File: src/rtl/stream_demux_1to2.sv
// Registered 1-to-2 stream demultiplexer: each beat is steered by in_sel into one of
// two independent DEPTH-entry FIFOs, so a stalled sink never blocks the other sink.
module stream_demux_1to2 #(
    parameter int DWIDTH = 32,
    parameter int DEPTH  = 2
) (
    input  logic              clk,
    input  logic              rst_n,
    input  logic [DWIDTH-1:0] in_data,
    input  logic              in_sel,
    input  logic              in_valid,
    output logic              in_ready,
    output logic [DWIDTH-1:0] out0_data,
    output logic              out0_valid,
    input  logic              out0_ready,
    output logic [DWIDTH-1:0] out1_data,
    output logic              out1_valid,
    input  logic              out1_ready
);

    localparam int AW = (DEPTH > 1) ? $clog2(DEPTH) : 1;
    localparam logic [AW:0]   CNT_FULL = (AW+1)'(DEPTH);
    localparam logic [AW:0]   CNT_ONE  = {{AW{1'b0}}, 1'b1};
    localparam logic [AW-1:0] PTR_ONE  = {{(AW-1){1'b0}}, 1'b1};

    logic [DWIDTH-1:0] mem_q    [2][DEPTH];
    logic [AW-1:0]     wr_ptr_q [2];
    logic [AW-1:0]     wr_ptr_d [2];
    logic [AW-1:0]     rd_ptr_q [2];
    logic [AW-1:0]     rd_ptr_d [2];
    logic [AW:0]       cnt_q    [2];
    logic [AW:0]       cnt_d    [2];

    logic [1:0] full;
    logic [1:0] nonempty;
    logic [1:0] push;
    logic [1:0] pop;
    logic [1:0] out_rdy;

    assign out_rdy = {out1_ready, out0_ready};

    // Acceptance depends only on the addressed FIFO's fill level, never on in_valid.
    assign in_ready = !full[in_sel];

    always_comb begin
        for (int unsigned n = 0; n < 2; n++) begin
            full[n]     = (cnt_q[n] == CNT_FULL);
            nonempty[n] = (cnt_q[n] != '0);
        end
        push[0] = in_valid && !in_sel && !full[0];
        push[1] = in_valid &&  in_sel && !full[1];
        for (int unsigned n = 0; n < 2; n++) begin
            pop[n]      = nonempty[n] && out_rdy[n];
            wr_ptr_d[n] = push[n] ? wr_ptr_q[n] + PTR_ONE : wr_ptr_q[n];
            rd_ptr_d[n] = pop[n]  ? rd_ptr_q[n] + PTR_ONE : rd_ptr_q[n];
            cnt_d[n]    = cnt_q[n];
            case ({push[n], pop[n]})
                2'b10:   cnt_d[n] = cnt_q[n] + CNT_ONE;
                2'b01:   cnt_d[n] = cnt_q[n] - CNT_ONE;
                default: cnt_d[n] = cnt_q[n];
            endcase
        end
    end

    always_ff @(posedge clk or negedge rst_n) begin
        if (!rst_n) begin
            for (int unsigned n = 0; n < 2; n++) begin
                wr_ptr_q[n] <= '0;
                rd_ptr_q[n] <= '0;
                cnt_q[n]    <= '0;
                for (int unsigned e = 0; e < DEPTH; e++) begin
                    mem_q[n][e] <= '0;
                end
            end
        end else begin
            for (int unsigned n = 0; n < 2; n++) begin
                wr_ptr_q[n] <= wr_ptr_d[n];
                rd_ptr_q[n] <= rd_ptr_d[n];
                cnt_q[n]    <= cnt_d[n];
                if (push[n]) begin
                    mem_q[n][wr_ptr_q[n]] <= in_data;
                end
            end
        end
    end

    // Heads read straight from storage registers: no combinational in->out path.
    assign out0_data  = mem_q[0][rd_ptr_q[0]];
    assign out1_data  = mem_q[1][rd_ptr_q[1]];
    assign out0_valid = nonempty[0];
    assign out1_valid = nonempty[1];

endmodule

File: config.mk
export PLATFORM = sky130hd
export DESIGN_NAME = stream_demux_1to2
export DESIGN_NICKNAME = d
export VERILOG_FILES = /design/src/rtl/stream_demux_1to2.sv
export SDC_FILE = /design/constraint.sdc
export NUM_CORES = 1
export LEC_CHECK = 0
export ABC_AREA = 1
export BUFFER_PORTS_ARGS = -buffer_cell sky130_fd_sc_hd__buf_2
export CAP_MARGIN = 20
export CORE_ASPECT_RATIO = 0.6
export CORE_MARGIN = 2
export CORE_UTILIZATION = 50
export CTS_BUF_LIST = sky130_fd_sc_hd__clkbuf_8
export DETAILED_ROUTE_END_ITERATION = 12
export PLACE_DENSITY = 0.78
export SYNTH_ARGS = -nofsm -noshare
export SYNTH_HDL_FRONTEND = slang
export SYNTH_SLANG_ARGS = --single-unit
File: constraint.sdc
create_clock -name clk -period 1.5 [get_ports clk]
set_clock_uncertainty 0.05 [all_clocks]
set_input_delay 0.225 -clock clk [delete_from_list [all_inputs] [get_ports clk]]
set_output_delay 0.225 -clock clk [all_outputs]
set_load 0.02 [all_outputs]
# [Word-level counts from Yosys, hierarchy flattened]
# Cells that the tools add are included.
[word_totals] register_bits=136 latch_bits=0 ram_bits=0 mem_bits_ro=0 in_bits=38 out_inout_bits=67 wordCells=67 n_memories=0
[op_classes] n_addsub=8 n_mul=0 div_mod_pow=0 magnitude_cmp=7 n_eq_ne=6 shift=0 mux=16 n_bitwise=4 reduce_logical=16
[ops] operator="$mux W32" count=8
[ops] operator="$bwmux W64" count=2
[ops] operator="$demux W32 S1" count=2
[ops] operator="$eq A2 B2 Y1 const B" count=4
[ops] operator="$ge A2 B2 Y1 const B" count=4
[ops] operator="$logic_and A1 B1 Y1" count=8
[ops] operator="$not A1 Y2" count=4
[ops] operator="$pmux W2 S2" count=2
[ops] operator="$reduce_bool A2 Y1" count=4
[ops] operator="$add A1 B1 Y1 const B" count=4
[ops] operator="$add A2 B1 Y2 const B" count=2
[ops] operator="$eq A2 B1 Y1 const B" count=2
[ops] operator="$logic_not A1 Y1" count=4
[ops] operator="$lt A2 B1 Y1 const B" count=2
[ops] operator="$sub A2 B1 Y2 const B" count=2
[ops] operator="$lt A1 B2 Y1 const B" count=1
[ops] operator="$mux W1" count=2

# [Longest topological paths before layout]
[logic_depth] word_depth=6 mapped_depth=10 ltp_nobuf=10

# [Worst setup path before layout]
# Ideal clock, no wire load.
[synth_timing] kind="reg2reg" from="reg cnt_q[0] (netlist name)" to="reg cnt_q[1] (netlist name)" setup_ns=0.117 arrival_ns=1.320 required_time_ns=1.333 path_slack_ns=0.013 path_stages_with_launch=10 n_path_buf=0 synth_period_minus_slack_ns=1.487 cell_sequence="dfrtp_1 -> inv_2 -> nand2_1 -> nand2_1 -> inv_1 -> ha_1 -> inv_1 -> nand3_1 -> nand2_1 -> nand2_1"
[synth_via] elab_cells_between_ends=11 classes_between="add/sub: 2; eq/ne: 3; mux: 1; reduce/logical: 5"
[synth_rtl] element="start, declared" line="31" rtl="logic [AW:0] cnt_q [2];"
[synth_rtl] element="start signal, assigned by index" line="79" rtl="cnt_q[n] <= cnt_d[n];"
[synth_rtl] element="$reduce_bool A2 Y1 (*)" line="48" rtl="nonempty[n] = (cnt_q[n] != '0);"
[synth_rtl] element="net out1_valid" line="17" rtl="output logic out1_valid,"
[synth_rtl] element="$logic_and A1 B1 Y1 (*)" line="53" rtl="pop[n] = nonempty[n] && out_rdy[n];"
[synth_rtl] element="net pop[1]" line="37" rtl="logic [1:0] pop;"
[synth_rtl] element="$eq A2 B1 Y1 or $eq A2 B2 Y1 (tied branches)" line="57" rtl="case ({push[n], pop[n]})"
[synth_rtl] element="$pmux W2 S2 or $reduce_bool A2 Y1 (tied branches)"
# Mark *: on every way through the listed nets, which the timed path passes. The rest lies on a longest branch.
# A chain may end at the register's enable or synchronous reset.

# [Final worst setup path]
[layout_timing] from="reg rd_ptr_q[0] (netlist name)" to="out out1_data[11]"
[layout_via] elab_chain_cells=4
[layout_lines] element="start, declared" line="29" rtl="logic [AW-1:0] rd_ptr_q [2];"
[layout_lines] element="start signal, assigned by index" line="78" rtl="rd_ptr_q[n] <= rd_ptr_d[n];"
[layout_lines] element="$not A1 Y2 (implied by the code)" line="89" rtl="assign out1_data = mem_q[1][rd_ptr_q[1]];"
[layout_lines] element="$mux W32 (implied by the code) (3 in a row)" line="89"
[layout_lines] element="end, declared" line="16" rtl="output logic [DWIDTH-1:0] out1_data,"
# Every way passes these cells. The select of a mux whose other input is x is not followed.

==> impl_metrics.json <==
{
  "yosysWarnings": 0,
  "port_buffers": 104,
  "grt_pass1_wl_microns": 31770,
  "period_share": 1.184,
  "r2r_start": "cnt_q[1]$_DFFE_PN0P_",
  "async_flop_share": 1.000,
  "synthTopCellsByArea": "dfrtp_1 52%, nand2_1 27%, nand4_1 12%",
  "instances_no_fill": 1138,
  "chipWidth_microns": 152.3,
  "slew_headroom": 0.7251,
  "hold_ws_ns": 0.02844,
  "peakVddDrop_uv": 1732,
  "synthDistinctLibCells": 18,
  "hold_start": "in_data[30]",
  "path_clk_slew_ns": 0.08,
  "syn-cell-area_sq_mm": 0.006600,
  "die-area_sq_mm": 0.01417,
  "power_density_mw_per_mm2": 2572,
  "syn_nets": 877,
  "slew_violations": 0,
  "fin_ws_ns": -0.2767,
  "final_area_sq_mm": 0.009285,
  "crit_type": "flip-flop to primary output",
  "dpl-instance-area_sq_mm": 0.007326,
  "crit_slowest_cell": "dfrtp_2",
  "status": "finished, violations left",
  "wl_per_cell_microns": 18.59,
  "critPathArrivalTime_ns": 1.50,
  "worstHoldPathType": "input pin to flip-flop",
  "placedCellCount": 1086,
  "final_nets": 995,
  "power.total_mw": 23.88,
  "seq_area_frac_synth": 0.5156,
  "min_period_ns": 1.777,
  "post_synth.cell_area_avg_sq_um": 7.885,
  "synth-edff-count": 0,
  "cts_tree": "yes",
  "clkSinkCount": 136,
  "syn_inst": 837,
  "rsz0062_at_grt": "yes",
  "syn2layout_area_growth_pct": 40.68,
  "netlist.area_leader.share": 0.5156,
  "synth.most_common_cell": "nand2_1",
  "num_rows": 32,
  "first_iter_violations": 689,
  "antenna_left": 0,
  "fp.dieH_microns": 93.00,
  "cp.required_ns": 1.22,
  "grt_pass1_vias": 5921,
  "grt_max_degree": 39,
  "ys_ff_latch": 136,
  "vias": 6521,
  "initial_utilization": 0.5135,
  "r2r_cells": 8,
  "grt_remaining_overflow": 0,
  "setup_viol": 98,
  "max_stage_delay_ns": 0.48,
  "cpLargestDelayFamily": "flip-flops",
  "timing_hold_violations_final": 0,
  "crit_chain": "inv_8 > clkbuf_16 > nand2_4 > nand2_4 > buf_6",
  "path_common_cell": "nand2_4",
  "pre_cts_ws_ns": 0.05760,
  "io_pins": 105,
  "antenna_found_initial": 0,
  "grtUsageTotal": 0.2895,
  "cts_root_buf": "clkbuf_8",
  "fin_util": 0.7224,
  "routed_wl_microns": 21150,
  "fmax_ghz": 0.5628,
  "start_kind": "flip-flop",
  "min_delay_path_depth": 3,
  "maxCapViolations": 0,
  "synth_ff_type": "dfrtp_1",
  "max-clock-path-buffers": 2,
  "drcViolationCount": 0,
  "critPathMaxFanout": 6,
  "yosys-top-cells-count": "473 x nand2_1, 136 x dfrtp_1, 130 x nand4_1",
  "antenna_cells": 0,
  "final.setup.tns_ns": -16.58,
  "place_congestion": 0.8492,
  "violations": "negative setup slack",
  "reg2reg_slack_ns": -0.06,
  "worst_slew_pin_slew_ns": 0.4123,
  "endpoint_kind": "primary output",
  "drive_above_1_share": 0.3574,
  "cts_buffers": 17,
  "viasPerCell": 5.730,
  "clock_latency_ns": 0.45,
  "hold-path-endpoint": "mem_q[30]$_DFFE_PN0P_",
  "core_area_sq_mm": 0.01285,
  "cp_num_buf_inv": 3,
  "reg2reg_to": "mem_q[58]$_DFFE_PN0P_",
  "p_leak_nw": 4.970,
  "yosysTopAreaCell": "dfrtp_1",
  "dr.pass1.iters": 5,
  "dp_hpwl_microns": 12640,
  "ctsHtreeMaxLevel": 4
}
==> cell usage in the layout, fill, tap and decap left out, drive strengths merged <==
cell type	n
nand2	475
buf	160
dfrtp	136
nand4	130
clkbuf	22
inv	18
bufinv	7
nand3	6
clkinvlp	3
clkinv	3
xnor2	2
ha	2
dlygate4sd3	2
mux2	1
nor2	1
==> cells by family (layout without fill, tap and decap cells) <==
group | count (synthesis) | after routing | synth area share
simple gates | 612 | 612 | 0.4034
mux | 1 | 1 | 0.001706
fa+ha+maj | 2 | 2 | 0.003791
xor+xnor | 2 | 2 | 0.002655
flops | 136 | 136 | 0.5156
buf+inv | 84 | 215 | 0.07280
==> report_power, final <==
| part | total [mW] | switching, mW | leakage (nW) | internal (mW) |
|---|---|---|---|---|
| Sequential | 6.78 | 1.40 | 1.69 | 5.39 |
| Combinational | 13.2 | 7.49 | 3.04 | 5.75 |
| Clock | 3.85 | 1.53 | 0.243 | 2.32 |
| Total | 23.9 | 10.4 | 4.97 | 13.5 |
==> flip-flops by register name (all words and copies together) (netlist names) <==
name,cells
wr_ptr_q,2
mem_q,128
cnt_q,4
rd_ptr_q,2
==> final cells by class <==
cell class / instances / area (sq um)
Clock buffer: 17 / 234.0
Fill cell: 867 / 3567
Multi-Input combinational cell: 617 / 3343
Inverter: 16 / 70.07
Tap cell: 170 / 212.7
Sequential cell: 136 / 3405
Clock inverter: 15 / 272.8
Timing Repair Buffer: 167 / 1748
==> worst max path at each step <==
stage                                 start                    to  depth (start not counted)
global route        rd_ptr_q[1]$_DFFE_PN0P_          out0_data[6]                          5
finish              rd_ptr_q[0]$_DFFE_PN0P_         out1_data[11]                          5
detailed placement     cnt_q[0]$_DFFE_PN0P_  cnt_q[1]$_DFFE_PN0P_                          9
CTS                 rd_ptr_q[1]$_DFFE_PN0P_         out0_data[15]                          5
floorplan              cnt_q[0]$_DFFE_PN0P_  cnt_q[1]$_DFFE_PN0P_                          9
global placement       cnt_q[1]$_DFFE_PN0P_  cnt_q[1]$_DFFE_PN0P_                          9
==> metal layers <==
| layer | part of all wire | vias to the layer above | track usage | wire length, microns |
|---|---|---|---|---|
| met5 | 0 | - | 0 | 0 |
| met3 | 0.084 | 46 | 0.07461 | 1767 |
| met1 | 0.44 | 3189 | 0.4306 | 9376 |
| met2 | 0.45 | 307 | 0.4148 | 9458 |
| li1 | - | 2979 | - | - |
| met4 | 0.026 | 0 | 0.09268 | 549 |
==> worst register-to-register path: stages, from the launching register on <==
cell	delay, ns
dfrtp_1	0.44
nand2_4	0.14
buf_4	0.13
buf_4	0.12
buf_6	0.16
nand3_4	0.11
buf_12	0.17
nand2_1	0.07
nand2_1	0.06
==> timing repair <==
action                                  CTS  global route
cloned                                    3             5
setup buffers                             7             7
resized for setup                       158           198
pin swaps                                 2            46
endpoints found under the hold margin   111             0
endpoints found under the setup margin   66            69
hold buffers                              2             0
(Power assumes the default switching activity.)
